$ cat config.mk
export PLATFORM = sky130hd
export DESIGN_NAME = ftdi_tx_arbiter
export DESIGN_NICKNAME = d
export VERILOG_FILES = /design/src/rtl/ftdi_tx_arbiter.sv
export SDC_FILE = /design/constraint.sdc
export NUM_CORES = 1
export LEC_CHECK = 0
export BUFFER_PORTS_ARGS = -buffer_cell sky130_fd_sc_hd__buf_2
export CAP_MARGIN = 40
export CORE_UTILIZATION = 39
export CTS_BUF_LIST = sky130_fd_sc_hd__clkbuf_2 sky130_fd_sc_hd__clkbuf_4 sky130_fd_sc_hd__clkbuf_8
export DETAILED_ROUTE_END_ITERATION = 10
export GPL_ROUTABILITY_DRIVEN = 0
export PLACE_DENSITY = 0.89
export SLEW_MARGIN = 5
export SYNTH_ARGS = -nofsm -noshare
export SYNTH_HDL_FRONTEND = slang
export SYNTH_SLANG_ARGS = --single-unit
$ cat constraint.sdc
create_clock -name clk -period 3.3 [get_ports clk]
set_input_delay 0.33 -clock clk [delete_from_list [all_inputs] [get_ports clk]]
set_output_delay 0.33 -clock clk [all_outputs]
set_load 0.02 [all_outputs]
$ cat src/rtl/ftdi_tx_arbiter.sv
// Round-robin arbiter that merges NCH requester streams into the single ftdi_245fifo send port.
// Define FTDI_TX_ARB_HEADER_EN to put a {4'hA, channel, seq} header word in front of every burst.
module ftdi_tx_arbiter #(
  parameter int NCH       = 4,
  parameter int DSIZE     = 2,
  parameter int MAX_BURST = 256
) (
  input  logic                   clk,
  input  logic                   rst_n,
  input  logic [NCH-1:0]         itvalid,
  output logic [NCH-1:0]         itready,
  input  logic [NCH*DSIZE*8-1:0] itdata,
  input  logic [NCH-1:0]         itlast,
  output logic                   otvalid,
  input  logic                   otready,
  output logic [DSIZE*8-1:0]     otdata,
  output logic [1:0]             dbg_state
);

  localparam int DW = DSIZE * 8;
  localparam int GW = $clog2(NCH);
  localparam int CW = (MAX_BURST > 1) ? $clog2(MAX_BURST) : 1;
  localparam logic [CW-1:0] LAST_CNT = CW'(MAX_BURST - 1);

  // Handshake: a word moves when valid and ready are both high at a rising clk edge;
  // a source holds its word stable while valid is high and ready is low.

  typedef enum logic [1:0] {
    S_IDLE = 2'd0,
    S_HDR  = 2'd1,
    S_DATA = 2'd2
  } state_t;

  state_t         r_state;
  state_t         w_state_nxt;
  logic [GW-1:0]  r_grant;
  logic [GW-1:0]  w_grant_nxt;
  logic [GW-1:0]  r_last_grant;
  logic [GW-1:0]  w_last_grant_nxt;
  logic [CW-1:0]  r_count;
  logic [CW-1:0]  w_count_nxt;

  logic           w_any;
  logic [GW-1:0]  w_pick;
  logic [GW:0]    w_idx;
  logic           w_burst_end;
  logic [DW-1:0]  w_chan [NCH];

  assign dbg_state = r_state;

  always_comb begin
    for (int k = 0; k < NCH; k++) begin
      w_chan[k] = itdata[k*DW +: DW];
    end
  end

  // Walk from last_grant+NCH down to last_grant+1 so the nearest requester wins.
  always_comb begin
    w_any  = 1'b0;
    w_pick = '0;
    w_idx  = '0;
    for (int i = NCH; i >= 1; i--) begin
      w_idx = {1'b0, r_last_grant} + (GW+1)'(i);
      if (w_idx >= (GW+1)'(NCH)) begin
        w_idx = w_idx - (GW+1)'(NCH);
      end
      if (itvalid[w_idx[GW-1:0]]) begin
        w_any  = 1'b1;
        w_pick = w_idx[GW-1:0];
      end
    end
  end

  assign w_burst_end = (r_state == S_DATA) && itvalid[r_grant] && otready &&
                       (itlast[r_grant] || (r_count == LAST_CNT));

`ifdef FTDI_TX_ARB_HEADER_EN
  logic [7:0]    r_seq [NCH];
  logic [3:0]    w_gid;
  logic [DW-1:0] w_hdr;

  assign w_gid = 4'(r_grant);
  assign w_hdr = DW'({4'hA, w_gid, r_seq[r_grant]});

  always_ff @(posedge clk or negedge rst_n) begin
    if (!rst_n) begin
      for (int k = 0; k < NCH; k++) begin
        r_seq[k] <= 8'd0;
      end
    end else if (w_burst_end) begin
      r_seq[r_grant] <= r_seq[r_grant] + 8'd1;
    end
  end
`endif

  always_ff @(posedge clk or negedge rst_n) begin
    if (!rst_n) begin
      r_state      <= S_IDLE;
      r_grant      <= '0;
      r_last_grant <= GW'(NCH - 1);
      r_count      <= '0;
    end else begin
      r_state      <= w_state_nxt;
      r_grant      <= w_grant_nxt;
      r_last_grant <= w_last_grant_nxt;
      r_count      <= w_count_nxt;
    end
  end

  always_comb begin
    w_state_nxt      = r_state;
    w_grant_nxt      = r_grant;
    w_last_grant_nxt = r_last_grant;
    w_count_nxt      = r_count;
    otvalid          = 1'b0;
    otdata           = '0;
    itready          = '0;
    case (r_state)
      S_IDLE: begin
        if (w_any) begin
          w_grant_nxt      = w_pick;
          w_last_grant_nxt = w_pick;
          w_count_nxt      = '0;
`ifdef FTDI_TX_ARB_HEADER_EN
          w_state_nxt      = S_HDR;
`else
          w_state_nxt      = S_DATA;
`endif
        end
      end
`ifdef FTDI_TX_ARB_HEADER_EN
      S_HDR: begin
        otvalid = 1'b1;
        otdata  = w_hdr;
        if (otready) begin
          w_state_nxt = S_DATA;
        end
      end
`endif
      S_DATA: begin
        // Pure pass-through: a granted channel that goes idle simply stalls the output.
        otvalid          = itvalid[r_grant];
        otdata           = w_chan[r_grant];
        itready[r_grant] = otready;
        if (itvalid[r_grant] && otready) begin
          w_count_nxt = r_count + CW'(1);
        end
        if (w_burst_end) begin
          w_state_nxt = S_IDLE;
        end
      end
      default: begin
        w_state_nxt = S_IDLE;
      end
    endcase
  end

endmodule

Yosys cells after proc, flatten, opt, wreduce, memory -nomap -nowiden:

Cells that the tools add are included.

* register bits after elaboration: 14
* input port bits: 75
* logic and storage cells: 80
* output and inout bits: 23

* order comparisons: 11
* muxes and demuxes: 38
* equal/unequal tests: 5
* bitwise logic cells: 2
* reduce and logical (&&, ||, !) cells: 11
* add/subtract/negate cells: 9

Operator list (count)
* 16-bit 2-to-1 mux: 3
* 16-bit binary-select mux with 2-bit select: 1
* 2-bit 2-to-1 mux: 10
* 8-bit 2-to-1 mux: 2
* 8-bit one-hot mux with 2 select lines: 1
* 3-bit >= comparator, second input constant: 5
* 2-bit by 3-bit < comparator with 1-bit output, second input constant: 5
* 1-bit binary-select mux with 2-bit select: 6
* 1-bit 2-to-1 mux: 12
* 8-bit by 1-bit adder with 8-bit output, second input constant: 1
* 8-bit == test, second input constant: 1
* 2-bit by 1-bit subtractor with 2-bit output, second input constant: 4
* 2-bit by 2-bit adder with 3-bit output, second input constant: 2
* 1-bit logical AND: 5
* 4-bit AND: 1
* 4-bit 2-to-1 mux: 1
* 2-bit inequality test, second input constant: 2
* 2-bit one-hot mux with 2 select lines: 1
* 2-bit AND reduction: 2
* 2-bit by 1-bit adder with 3-bit output, second input constant: 1
* 2-bit by 3-bit adder with 3-bit output, second input constant: 1
* 2-bit NOT with 3-bit output: 1
* 3-bit AND reduction: 1
* 1-bit demux with 2-bit select: 1
* 6 further kinds: 6

Logic depth before layout (Yosys ltp):

Gate-level depths: netlist (run 1).

* word-level depth: 11
* gate-level depth with buffers: 6
* depth with buffers taken out: 5

Least setup slack after synthesis (run 1):

No wires, ideal clock.

* kind: register -> output
* start point: reg r_grant[0]
* end point: out otdata[0]
* cell stages (with the launch flop): 4
* required time: 2.970 ns
* buffers on the path: 1
* arrival: 1.376 ns
* slack: 1.594 ns
* cell sequence: dfrtp_1 > buf_2 > mux4_2 > and2_1

* cells in the longest elaborated chain, start to end: 5

Ends and longest elaborated chain
* start: declaration: RTL line 36 `logic [GW-1:0] r_grant;`
* start signal: assignment: RTL line 104 `r_grant <= w_grant_nxt;`
* 2-bit NOT with 3-bit output (implied by the code): RTL line 143 `otdata = w_chan[r_grant];`
* 16-bit binary-select mux with 2-bit select: RTL line 143
* 16-bit 2-to-1 mux (implied by the code) (2 in a row): RTL line 143
* 16-bit 2-to-1 mux: RTL line 118 `case (r_state)`
* end: declaration: RTL line 16 `output logic [DSIZE*8-1:0] otdata,`

Every way passes these cells. The select of a mux whose other input is x is not followed.

Worst setup path after layout (run 1):

* start point: reg r_grant[0]
* end point: out otdata[15]

The elaborated chain is that of the path after synthesis.

==> qor.txt, run 1 <==
Cell taking the most area after synthesis -> mux4_2
Number of remaining DRC errors -> 0
RSZ-0062 raised after global routing -> false
F_max -> 438 MHz
Leakage -> 0.868 nW
Area contributors post-synth -> mux4_2 (30%), dfrtp_1 (22%), and2_1 (7.8%)
CP max FO -> 17
Cell Area, Placed -> 0.00178 mm^2
Top FF cell, synth -> dfrtp_1
First-pass GRT wire length -> 5550 um
Critical Path End Type -> primary output
# IOs -> 98
Die footprint -> 0.00351 mm^2
Critical path data arrival time -> 1.95 ns
Crit share post-route -> 69.2%
Final number of hold-violating endpoints -> 0
DR vias/cell -> 5.37
Root Buffer -> clkbuf_4
Post-synth EDFFs -> 0
Initial DRC Count -> 87
Final Max Slew Viols -> 0
Max clock buf depth -> 2
Vias -> 1411
Mapped Area -> 0.00128 mm^2
Worst Tran Pin Value -> 0.534 ns
CP delay by family, top -> multiplexers
# clock sinks -> 13
Critical Path Start Type -> register
Initial antenna violation count -> 0
Router iterations before antenna repair -> 4
Peak VDD IR -> 0.369 mV
Core Box Area -> 0.00308 mm^2
Fillers -> 263
H-Tree Depth -> 1
Post-synth ARST share -> 100%
CP Cell Sequence -> buf_4 > mux4_2 > and2_1 > buf_2
Yosys warning count -> 0
Vias in the first global route -> 1268
Flops & latches, synth -> 13
Starting Density -> 41.5%
Area grow syn2layout -> 42.4%
Finish-stage setup viols -> 0
Relative slew slack -> 64.4%
# resized after CTS -> 0
Mapped Avg Cell Area -> 10.1 um^2
Dpl hpwl -> 3110 um
Net Count, Synth -> 202
Period minus WS final -> 2.28 ns
Clk_lat worst skew -> 0.28 ns
Final instance area -> 0.00182 mm^2
Die height -> 59.2 um
# diodes -> 0
Total grt overflow -> 0
Total Routed Length -> 3700 um
Post-synthesis sequential area ratio -> 25.7%
Total track usage -> 21.1%
Slowest stage delay, CP -> 0.55 ns
Post-Route Skew -> 0.000820 ns
CTS tree -> built
Pwr Density -> 750 mW/mm^2
Largest net degree at the start of global routing -> 25
Routed Antenna Nets -> 0
Final TNS setup -> 0 ns
Worst Hold Class -> in -> async
Layout cell share with drive strength beyond 1 -> 55.7%
# port buffers -> 96
Routed wire per std cell -> 14.1 um
Crit path required time -> 2.97 ns
Horiz. Die Dim -> 59.2 um
Max Cap Violations -> 0
Non-Filler Instances -> 263
TritonCTS Buffers -> 3
Clock transition time at the flip-flop clock pins of the worst setup and hold paths -> 0.07 ns
Cell count after synthesis -> 126
Buf/Inv on CP -> 2
Post-synth top area share -> 30.0%
Synth cell types -> 31
Rows -> 20
CP max stage cell -> mux4_2
Status -> finished, final reports clean
WS Path Type -> reg -> out
# nets final -> 296
Placed cell count -> 258
## routing by layer
metal  GRT usage, %  routed length [um]  up-vias
li1               -                   -      670
met1           21.7                1340      672
met2           39.6                1960       63
met3           6.99                 342        6
met4           6.80                  51        0
met5              0                   0        -
## power by group
group	internal, W	switching, W	leakage (nW)
combinational	0.000455	0.000515	0.685
clock	0.0000552	0.0000517	0.0184
sequential	0.000212	0.0000730	0.164
## logic make-up after synthesis
group,Yosys count,synth area share [%]
buf+inv,15,5.39
compound gates,29,14.6
other cells,1,0.294
flops,13,25.7
fa+ha+maj,1,0.980
mux,19,31.6
simple gates,48,21.5
## stage by stage
stage / hold slack [ns] / utilization, % / total power, W / setup WS [ns]
CTS: 0.457 / 59.0 / 0.00137 / 1.02
finish: 0.457 / 59.0 / 0.00136 / 1.02
global placement: 0.227 / 57.7 / 0.00124 / 1.27
floorplan: 0.0344 / - / 0.00100 / 1.59
detailed placement: 0.228 / 57.7 / 0.00126 / 1.15
global route: 0.470 / 59.0 / 0.00146 / 0.910
## area by class of cell
| cell class | count | area [um^2] | share of cell area [%] |
|---|---|---|---|
| Multi-Input combinational cell | 98 | 880 | 48.4 |
| Sequential cell | 13 | 328 | 18.0 |
| Clock buffer | 4 | 30.0 | 1.65 |
| Tap cell | 44 | 55.1 | 3.03 |
| Inverter | 5 | 18.8 | 1.03 |
| Timing Repair Buffer | 99 | 505 | 27.8 |
## placed cells by master (no fill, tap or decap), drive strengths merged, types with 2 or more instances in the layout
cell	instances
mux2i	2
nand2b	5
inv	5
mux4	17
o22a	2
or4	3
o21ai	4
buf	98
o211ai	2
nand3	6
or3	2
nor2	6
dfrtp	11
o31ai	5
clkbuf	4
a21oi	9
a21o	3
nand2	4
nand3b	2
a31oi	2
and2	16
dfstp	2
## cells in the mapped netlist, types with 4 or more instances
library cell  count
clkbuf_1          4
nand2b_1          5
nand3_1           6
nand2_1           4
and2_1           16
mux4_2           17
dfrtp_1          11
buf_2             4
nor2_1            6
o21ai_0           4
inv_1             5
a21oi_1           9
o31ai_1           5
## repair_timing
action | in CTS | in global routing
hold endpoints to repair | 11 | 0
hold buffers | 1 | 0
buffers inserted | 0 | 0
## registers in the layout, indices dropped and copies added (netlist names)
signal / count
r_last_grant: 2
r_count: 8
dbg_state: 1
r_grant: 2
## worst paths after layout
check	start	cells past startpoint	slack [ns]	end
setup reg to reg	dbg_state[1]	4	1.17	r_count[5]
hold / removal	rst_n	2	0.46	r_count[1]
min in group clk	itvalid[2]	3	0.48	dbg_state[1]
max in group asynchronous	rst_n	2	2.56	r_last_grant[1]
setup / recovery	r_grant[0]	4	1.02	otdata[15]
hold reg to reg	r_count[2]	1	0.54	r_count[2]
Power figures use the tool's default switching activity.
==> run 2: changes to the inputs <==
ABC_AREA = 1   (was unset)
PLACE_DENSITY = 0.87   (was 0.89)
clock period = 2.4 ns   (was 3.3 ns; I/O delays follow)
==> run 2 against run 1 <==
Die area up 8.2%. Clock power up 41%. Critical path depth up 1. Synthesized cell count up 81%. First-iteration DRC count up 61%. Largest cell class unchanged.
==> qor.txt, run 2 <==
Layout cell share with drive strength beyond 1 -> 37.4% (was 55.7%)
Area grow syn2layout -> 38.6% (was 42.4%)
Die footprint -> 0.00379 mm^2 (was 0.00351 mm^2)
Routed wire per std cell -> 11.9 um (was 14.1 um)
CP max FO -> 10 (was 17)
Vias in the first global route -> 1550 (was 1268)
Hold WS -> 0.264 ns (was 0.457 ns)
Placed cell count -> 362 (was 258)
Number of post-CTS setup repair buffers -> 0 (unchanged)
Leakage -> 1.10 nW (was 0.868 nW)
Dpl ws -> 0.648 ns (was 1.15 ns)
Crit path required time -> 2.16 ns (was 2.97 ns)
Cell taking the most area after synthesis -> nand2_1 (was mux4_2)
Net Count, Synth -> 304 (was 202)
Core Box Area -> 0.00336 mm^2 (was 0.00308 mm^2)
Final TNS setup -> 0 ns (unchanged)
CTS tree -> built (unchanged)
Total Routed Length -> 4360 um (was 3700 um)
Cell count after synthesis -> 228 (was 126)
Total track usage -> 22.0% (was 21.1%)
Most frequent cells in the layout -> buf_2 (96), nand2_1 (89), inv_1 (19), a22oi_1 (17) (was buf_2 (96), mux4_2 (17), and2_1 (16), dfrtp_1 (11), a21oi_1 (9))
Peak VDD IR -> 0.412 mV (was 0.369 mV)
WS Path Type -> reg -> out (unchanged)
Slowest stage delay, CP -> 0.53 ns (was 0.55 ns)
Clk_lat worst skew -> 0.28 ns (about the same)
Commonest cells in the netlist -> nand2_1 (89), inv_1 (19), a22oi_1 (17) (was mux4_2 (17), and2_1 (16), dfrtp_1 (11))
Max Cap Violations -> 0 (unchanged)
Top FF cell, synth -> dfrtp_1 (unchanged)
# nets final -> 398 (was 296)
Flops & latches, synth -> 13 (unchanged)
Root Buffer -> clkbuf_4 (unchanged)
CP Cell Sequence -> nor2_2 > buf_4 > a22oi_1 > a31oi_1 > buf_2 (was buf_4 > mux4_2 > and2_1 > buf_2)
Fillers -> 348 (was 263)
Die height -> 61.6 um (was 59.2 um)
Vias -> 1856 (was 1411)
Max reg flops -> 8 (unchanged)
Critical Path Start Type -> register (unchanged)
Area contributors post-synth -> nand2_1 (24%), dfrtp_1 (20%), a22oi_1 (9.2%) (was mux4_2 (30%), dfrtp_1 (22%), and2_1 (7.8%))
Pwr Density -> 1150 mW/mm^2 (was 750 mW/mm^2)
Mapped Area -> 0.00139 mm^2 (was 0.00128 mm^2)
Routed Antenna Nets -> 0 (unchanged)
Final Max Slew Viols -> 0 (unchanged)
Critical Path End Type -> primary output (unchanged)
Post-Route Skew -> 0.00211 ns (was 0.000820 ns)
Post-synth EDFFs -> 0 (unchanged)
Critical path data arrival time -> 1.83 ns (was 1.95 ns)
Dpl hpwl -> 3420 um (was 3110 um)
Post-synthesis sequential area ratio -> 23.7% (was 25.7%)
TritonCTS Buffers -> 3 (unchanged)
DR vias/cell -> 5.06 (was 5.37)
# diodes -> 0 (unchanged)
Worst setup margin -> 0.327 ns (was 1.02 ns)
Max clock buf depth -> 2 (unchanged)
Post-synth ARST share -> 100% (unchanged)
H-Tree Depth -> 1 (unchanged)
# clock sinks -> 13 (unchanged)
Post-synth top area share -> 24.1% (was 30.0%)
RSZ-0062 raised after global routing -> false (unchanged)
Total grt overflow -> 0 (unchanged)
Horiz. Die Dim -> 61.6 um (was 59.2 um)
Rows -> 21 (was 20)
Number of remaining DRC errors -> 0 (unchanged)
F_max -> 482 MHz
Final instance area -> 0.00192 mm^2 (was 0.00182 mm^2)
Top-count cell post-synth -> nand2_1 (was mux4_2)
Finish-stage setup viols -> 0 (unchanged)
Non-Filler Instances -> 367 (was 263)
Mapped Avg Cell Area -> 6.07 um^2 (was 10.1 um^2)
Initial antenna violation count -> 0 (unchanged)
Router iterations before antenna repair -> 4 (unchanged)
Buf/Inv on CP -> 2 (unchanged)
Cell Area, Placed -> 0.00188 mm^2 (was 0.00178 mm^2)
Clock transition time at the flip-flop clock pins of the worst setup and hold paths -> 0.08 ns (was 0.07 ns)
Status -> finished, final reports clean (unchanged)
Starting Density -> 41.2% (was 41.5%)
Most common cell after layout, fill and taps aside -> buf_2 (unchanged)
Crit share post-route -> 86.4%
CP max stage cell -> dfrtp_1 (was mux4_2)
Period minus WS final -> 2.07 ns
Largest net degree at the start of global routing -> 20 (was 25)
Initial DRC Count -> 140 (was 87)
Final number of hold-violating endpoints -> 0 (unchanged)
First-pass GRT wire length -> 6230 um (was 5550 um)
CP delay by family, top -> flip-flops (was multiplexers)
Yosys warning count -> 0 (unchanged)
Worst Hold Class -> in -> reg (was in -> async)
Biggest register -> r_count (unchanged)
# IOs -> 98 (unchanged)
Largest regs -> r_count: 8 flops, r_grant: 2 flops, r_last_grant: 2 flops (unchanged)
Synth cell types -> 31 (unchanged)
# port buffers -> 96 (unchanged)
-- run 2: cell count changes after synthesis, sizes merged, moves of 4 or more --
cell / delta
o31ai: -5
and2: -15
mux4: -17
nor2: +9
a22oi: +17
nand3: +10
nand2: +90
nand4: +4
a31oi: +14
nand2b: -5
inv: +19
-- run 2: power by group --
| group | total [W] | switching, W | internal (W) |
|---|---|---|---|
| registers | 0.000439 | 0.000128 | 0.000312 |
| logic | 0.00161 | 0.00104 | 0.000565 |
| clock network | 0.000151 | 0.0000751 | 0.0000760 |
| total | 0.00220 | 0.00124 | 0.000953 |
-- run 2: area by class of cell --
cell class | instances | area [um^2] | area share, %
repair buffers | 98 | 498 | 25.9
inverters | 25 | 96.3 | 5.02
clock buffers | 4 | 30.0 | 1.56
flip-flops and latches | 13 | 328 | 17.1
multi-input cells | 181 | 910 | 47.4
well taps | 46 | 57.6 | 3.00
-- run 2: final timing paths --
check | startpoint | endpoint | slack, ns | cells after the start
min in group asynchronous | rst_n | r_count[1] | 0.37 | 2
worst max register to register | dbg_state[1] | r_count[3] | 0.78 | 5
worst min-delay path | itlast[3] | dbg_state[1] | 0.26 | 4
worst min register to register | r_last_grant[1] | r_last_grant[1] | 0.51 | 2
max in group asynchronous | rst_n | r_last_grant[1] | 1.74 | 2
worst max-delay path | r_grant[1] | otdata[2] | 0.33 | 5
-- run 2: cells by family after synthesis --
group,synth area share (%)
compound gates,21.3
xor+xnor,0.632
fa+ha+maj,0.903
buf+inv,10.7
flops,23.7
other cells,0.271
simple gates,42.5
-- run 2: per-layer routing --
| layer | global-route usage (%) | part of all wire, % | routed length [um] | vias up |
|---|---|---|---|---|
| met1 | 24.5 | 40 | 1740 | 829 |
| met2 | 40.9 | 51 | 2220 | 71 |
| li1 | - | - | - | 945 |
| met4 | 8.89 | 1.6 | 71 | 0 |
| met5 | 0 | 0 | 0 | - |
| met3 | 3.78 | 7.5 | 326 | 11 |
-- run 2: tightest hold or removal path, cell delays in order --
cell and delay [ns]:
buf_2 0.07, nand2_1 0.04, nand4_1 0.09, a21oi_1 0.06
-- run 2: what timing repair did --
action / 4_1_cts / 5_1_grt
hold buffers: 1 / 0
endpoints found under the hold margin: 11 / 0
resized for setup: 0 / 0
setup endpoints to repair: 0 / 0
-- run 2: stage by stage --
step | util [%] | power (W)
2_1_floorplan | - | 0.00162
3_3_place_gp | 55.9 | 0.00201
3_5_place_dp | 55.9 | 0.00204
4_1_cts | 57.1 | 0.00220
5_1_grt | 57.1 | 0.00240
6_report | 57.1 | 0.00220
==> run 3: changes to the inputs <==
ABC_AREA = unset   (was 1)
CTS_CLUSTER_SIZE = 16   (was unset)
PLACE_DENSITY = 0.89   (was 0.87)
==> run 3 against run 2 <==
Flip-flop and latch count unchanged. Non-clock buffer count up 2. Register-to-register slack worse by 0.32 ns. Core utilization up 2.2 points. Fmax down 1.1%. Die area down 7.6%. Critical endpoint is now otdata[9]. Largest power group unchanged.
==> qor.txt, run 3 (synthesis gave the netlist of run 1 again) <==
H-Tree Depth -> 1 (unchanged)
Pwr Density -> 1040 mW/mm^2 (was 1150 mW/mm^2)
CP Cell Sequence -> buf_4 > mux4_2 > and2_1 > buf_2 (was nor2_2 > buf_4 > a22oi_1 > a31oi_1 > buf_2)
CP delay by family, top -> multiplexers (was flip-flops)
Total Routed Length -> 4040 um (was 4360 um)
Final number of hold-violating endpoints -> 0 (unchanged)
Biggest register -> r_count (unchanged)
Vias in the first global route -> 1344 (was 1550)
Die footprint -> 0.00351 mm^2 (was 0.00379 mm^2)
Overall power -> 0.00190 W (was 0.00220 W)
Max reg flops -> 8 (unchanged)
Post-Route Skew -> 0.00672 ns (was 0.00211 ns)
Clk_lat worst skew -> 0.27 ns (was 0.28 ns)
Max clock buf depth -> 2 (unchanged)
Routed Antenna Nets -> 0 (unchanged)
# resized after CTS -> 0 (unchanged)
R2R setup slack -> 0.46 ns (was 0.78 ns)
Total track usage -> 22.6% (was 22.0%)
Worst Hold Class -> in -> async (was in -> reg)
Layout cell share with drive strength beyond 1 -> 55.9% (was 37.4%)
Area grow syn2layout -> 42.9% (was 38.6%)
Buf/Inv on CP -> 2 (unchanged)
# clock sinks -> 13 (unchanged)
Critical path data arrival time -> 1.86 ns (was 1.83 ns)
Router iterations before antenna repair -> 6 (was 4)
Finish-stage setup viols -> 0 (unchanged)
Most frequent cells in the layout -> buf_2 (96), mux4_2 (17), and2_1 (16), dfrtp_1 (11), a21oi_1 (9) (was buf_2 (96), nand2_1 (89), inv_1 (19), a22oi_1 (17))
M2 GR Usage -> 42.1% (was 40.9%)
Routed wire per std cell -> 15.3 um (was 11.9 um)
RSZ-0062 raised after global routing -> false (unchanged)
# IOs -> 98 (unchanged)
Status -> finished, final reports clean (unchanged)
Max Cap Violations -> 0 (unchanged)
Vias -> 1445 (was 1856)
Core Box Area -> 0.00308 mm^2 (was 0.00336 mm^2)
Initial antenna violation count -> 0 (unchanged)
# nets final -> 297 (was 398)
Total grt overflow -> 0 (unchanged)
DR vias/cell -> 5.47 (was 5.06)
Critical Path End Type -> primary output (unchanged)
Horiz. Die Dim -> 59.2 um (was 61.6 um)
Dpl hpwl -> 3400 um (was 3420 um)
Starting Density -> 41.5% (was 41.2%)
Crit path required time -> 2.16 ns (about the same)
Peak VDD IR -> 0.422 mV (was 0.412 mV)
First-pass GRT wire length -> 5890 um (was 6230 um)
Largest net degree at the start of global routing -> 22 (was 20)
Most common cell after layout, fill and taps aside -> buf_2 (unchanged)
FF/Latch Area -> 328 um^2 (unchanged)
Worst R2R Start -> r_grant[1] (was dbg_state[1])
Largest regs -> r_count: 8 flops, r_grant: 2 flops, r_last_grant: 2 flops (unchanged)
Leakage -> 0.872 nW (was 1.10 nW)
Final Max Slew Viols -> 0 (unchanged)
CTS tree -> built (unchanged)
Crit share post-route -> 87.3% (was 86.4%)
Met1 usage in global routing -> 24.2% (was 24.5%)
CP max stage cell -> mux4_2 (was dfrtp_1)
Die height -> 59.2 um (was 61.6 um)
Fillers -> 277 (was 348)
F_max -> 477 MHz (was 482 MHz)
# diodes -> 0 (unchanged)
Period minus WS final -> 2.10 ns (was 2.07 ns)
Met3 Use GR -> 5.90% (was 3.78%)
Reg-to-Reg End -> r_count[5] (was r_count[3])
Root Buffer -> clkbuf_4 (unchanged)
Worst R2R Path Depth -> 4 (was 5)
Multi-input logic area -> 880 um^2 (was 910 um^2)
CP max FO -> 20 (was 10)
Critical Path Start Type -> register (unchanged)
GRT busiest layer -> met2 (unchanged)
Number of remaining DRC errors -> 0 (unchanged)
WS Path Type -> reg -> out (unchanged)
Final TNS setup -> 0 ns (unchanged)
Slowest stage delay, CP -> 0.55 ns (was 0.53 ns)
# port buffers -> 96 (unchanged)
Rows -> 20 (was 21)
TritonCTS Buffers -> 3 (unchanged)
Clock transition time at the flip-flop clock pins of the worst setup and hold paths -> 0.08 ns (about the same)
Initial DRC Count -> 107 (was 140)
Levels on crit path -> 4 (was 5)
-- run 3: stage by stage --
step | hold WS, ns | setup WS [ns] | utilization, % | instances | area [um^2]
after floorplan | -0.0556 | 0.777 | - | 126 | 1280
after global routing | 0.390 | 0.213 | 59.3 | 264 | 1820
after detailed placement | 0.140 | 0.483 | 58.0 | 259 | 1780
after global placement | 0.136 | 0.551 | 58.0 | 259 | 1780
final | 0.368 | 0.304 | 59.3 | 264 | 1820
after CTS | 0.373 | 0.288 | 59.3 | 264 | 1820
-- run 3: routing by layer --
metal,wire (um),up-vias,part of all wire (%)
met5,0,-,0
met3,341,12,8.4
met2,2140,74,53
met1,1450,690,36
met4,107,0,2.6
li1,-,669,-
-- run 3: worst max-delay path by stage --
stage,start,endpoint,slack [ns]
after global placement,r_grant[1],r_count[5],0.55
after CTS,r_grant[0],otdata[9],0.29
final,r_grant[0],otdata[9],0.30
after floorplan,dbg_state[1],r_count[5],0.78
after global routing,r_grant[0],otdata[8],0.21
after detailed placement,r_grant[1],r_count[5],0.48
-- run 3: worst register-to-register path, stage by stage (launching register included) --
cell,delay (ns)
dfrtp_1,0.60
mux2i_1,0.17
o22a_1,0.39
or4_1,0.56
a21oi_1,0.14
-- run 3: where the power goes --
group,total (W),internal (W),switching [W]
clock network,0.000144,0.0000756,0.0000682
logic,0.00138,0.000635,0.000742
registers,0.000380,0.000292,0.0000878
total,0.00190,0.00100,0.000898
-- run 3: layout make-up --
type	instances	area share, %
inverter	5	1.03
sequential	13	18.0
clock buffer	4	1.65
tap	44	3.02
multi-input combinational	98	48.2
timing repair buffer	100	28.1
-- run 3: repair_timing --
action	CTS	global route
endpoints found under the hold margin	11	0
endpoints found under the setup margin	0	0
hold buffers	1	0
buffers inserted	0	0
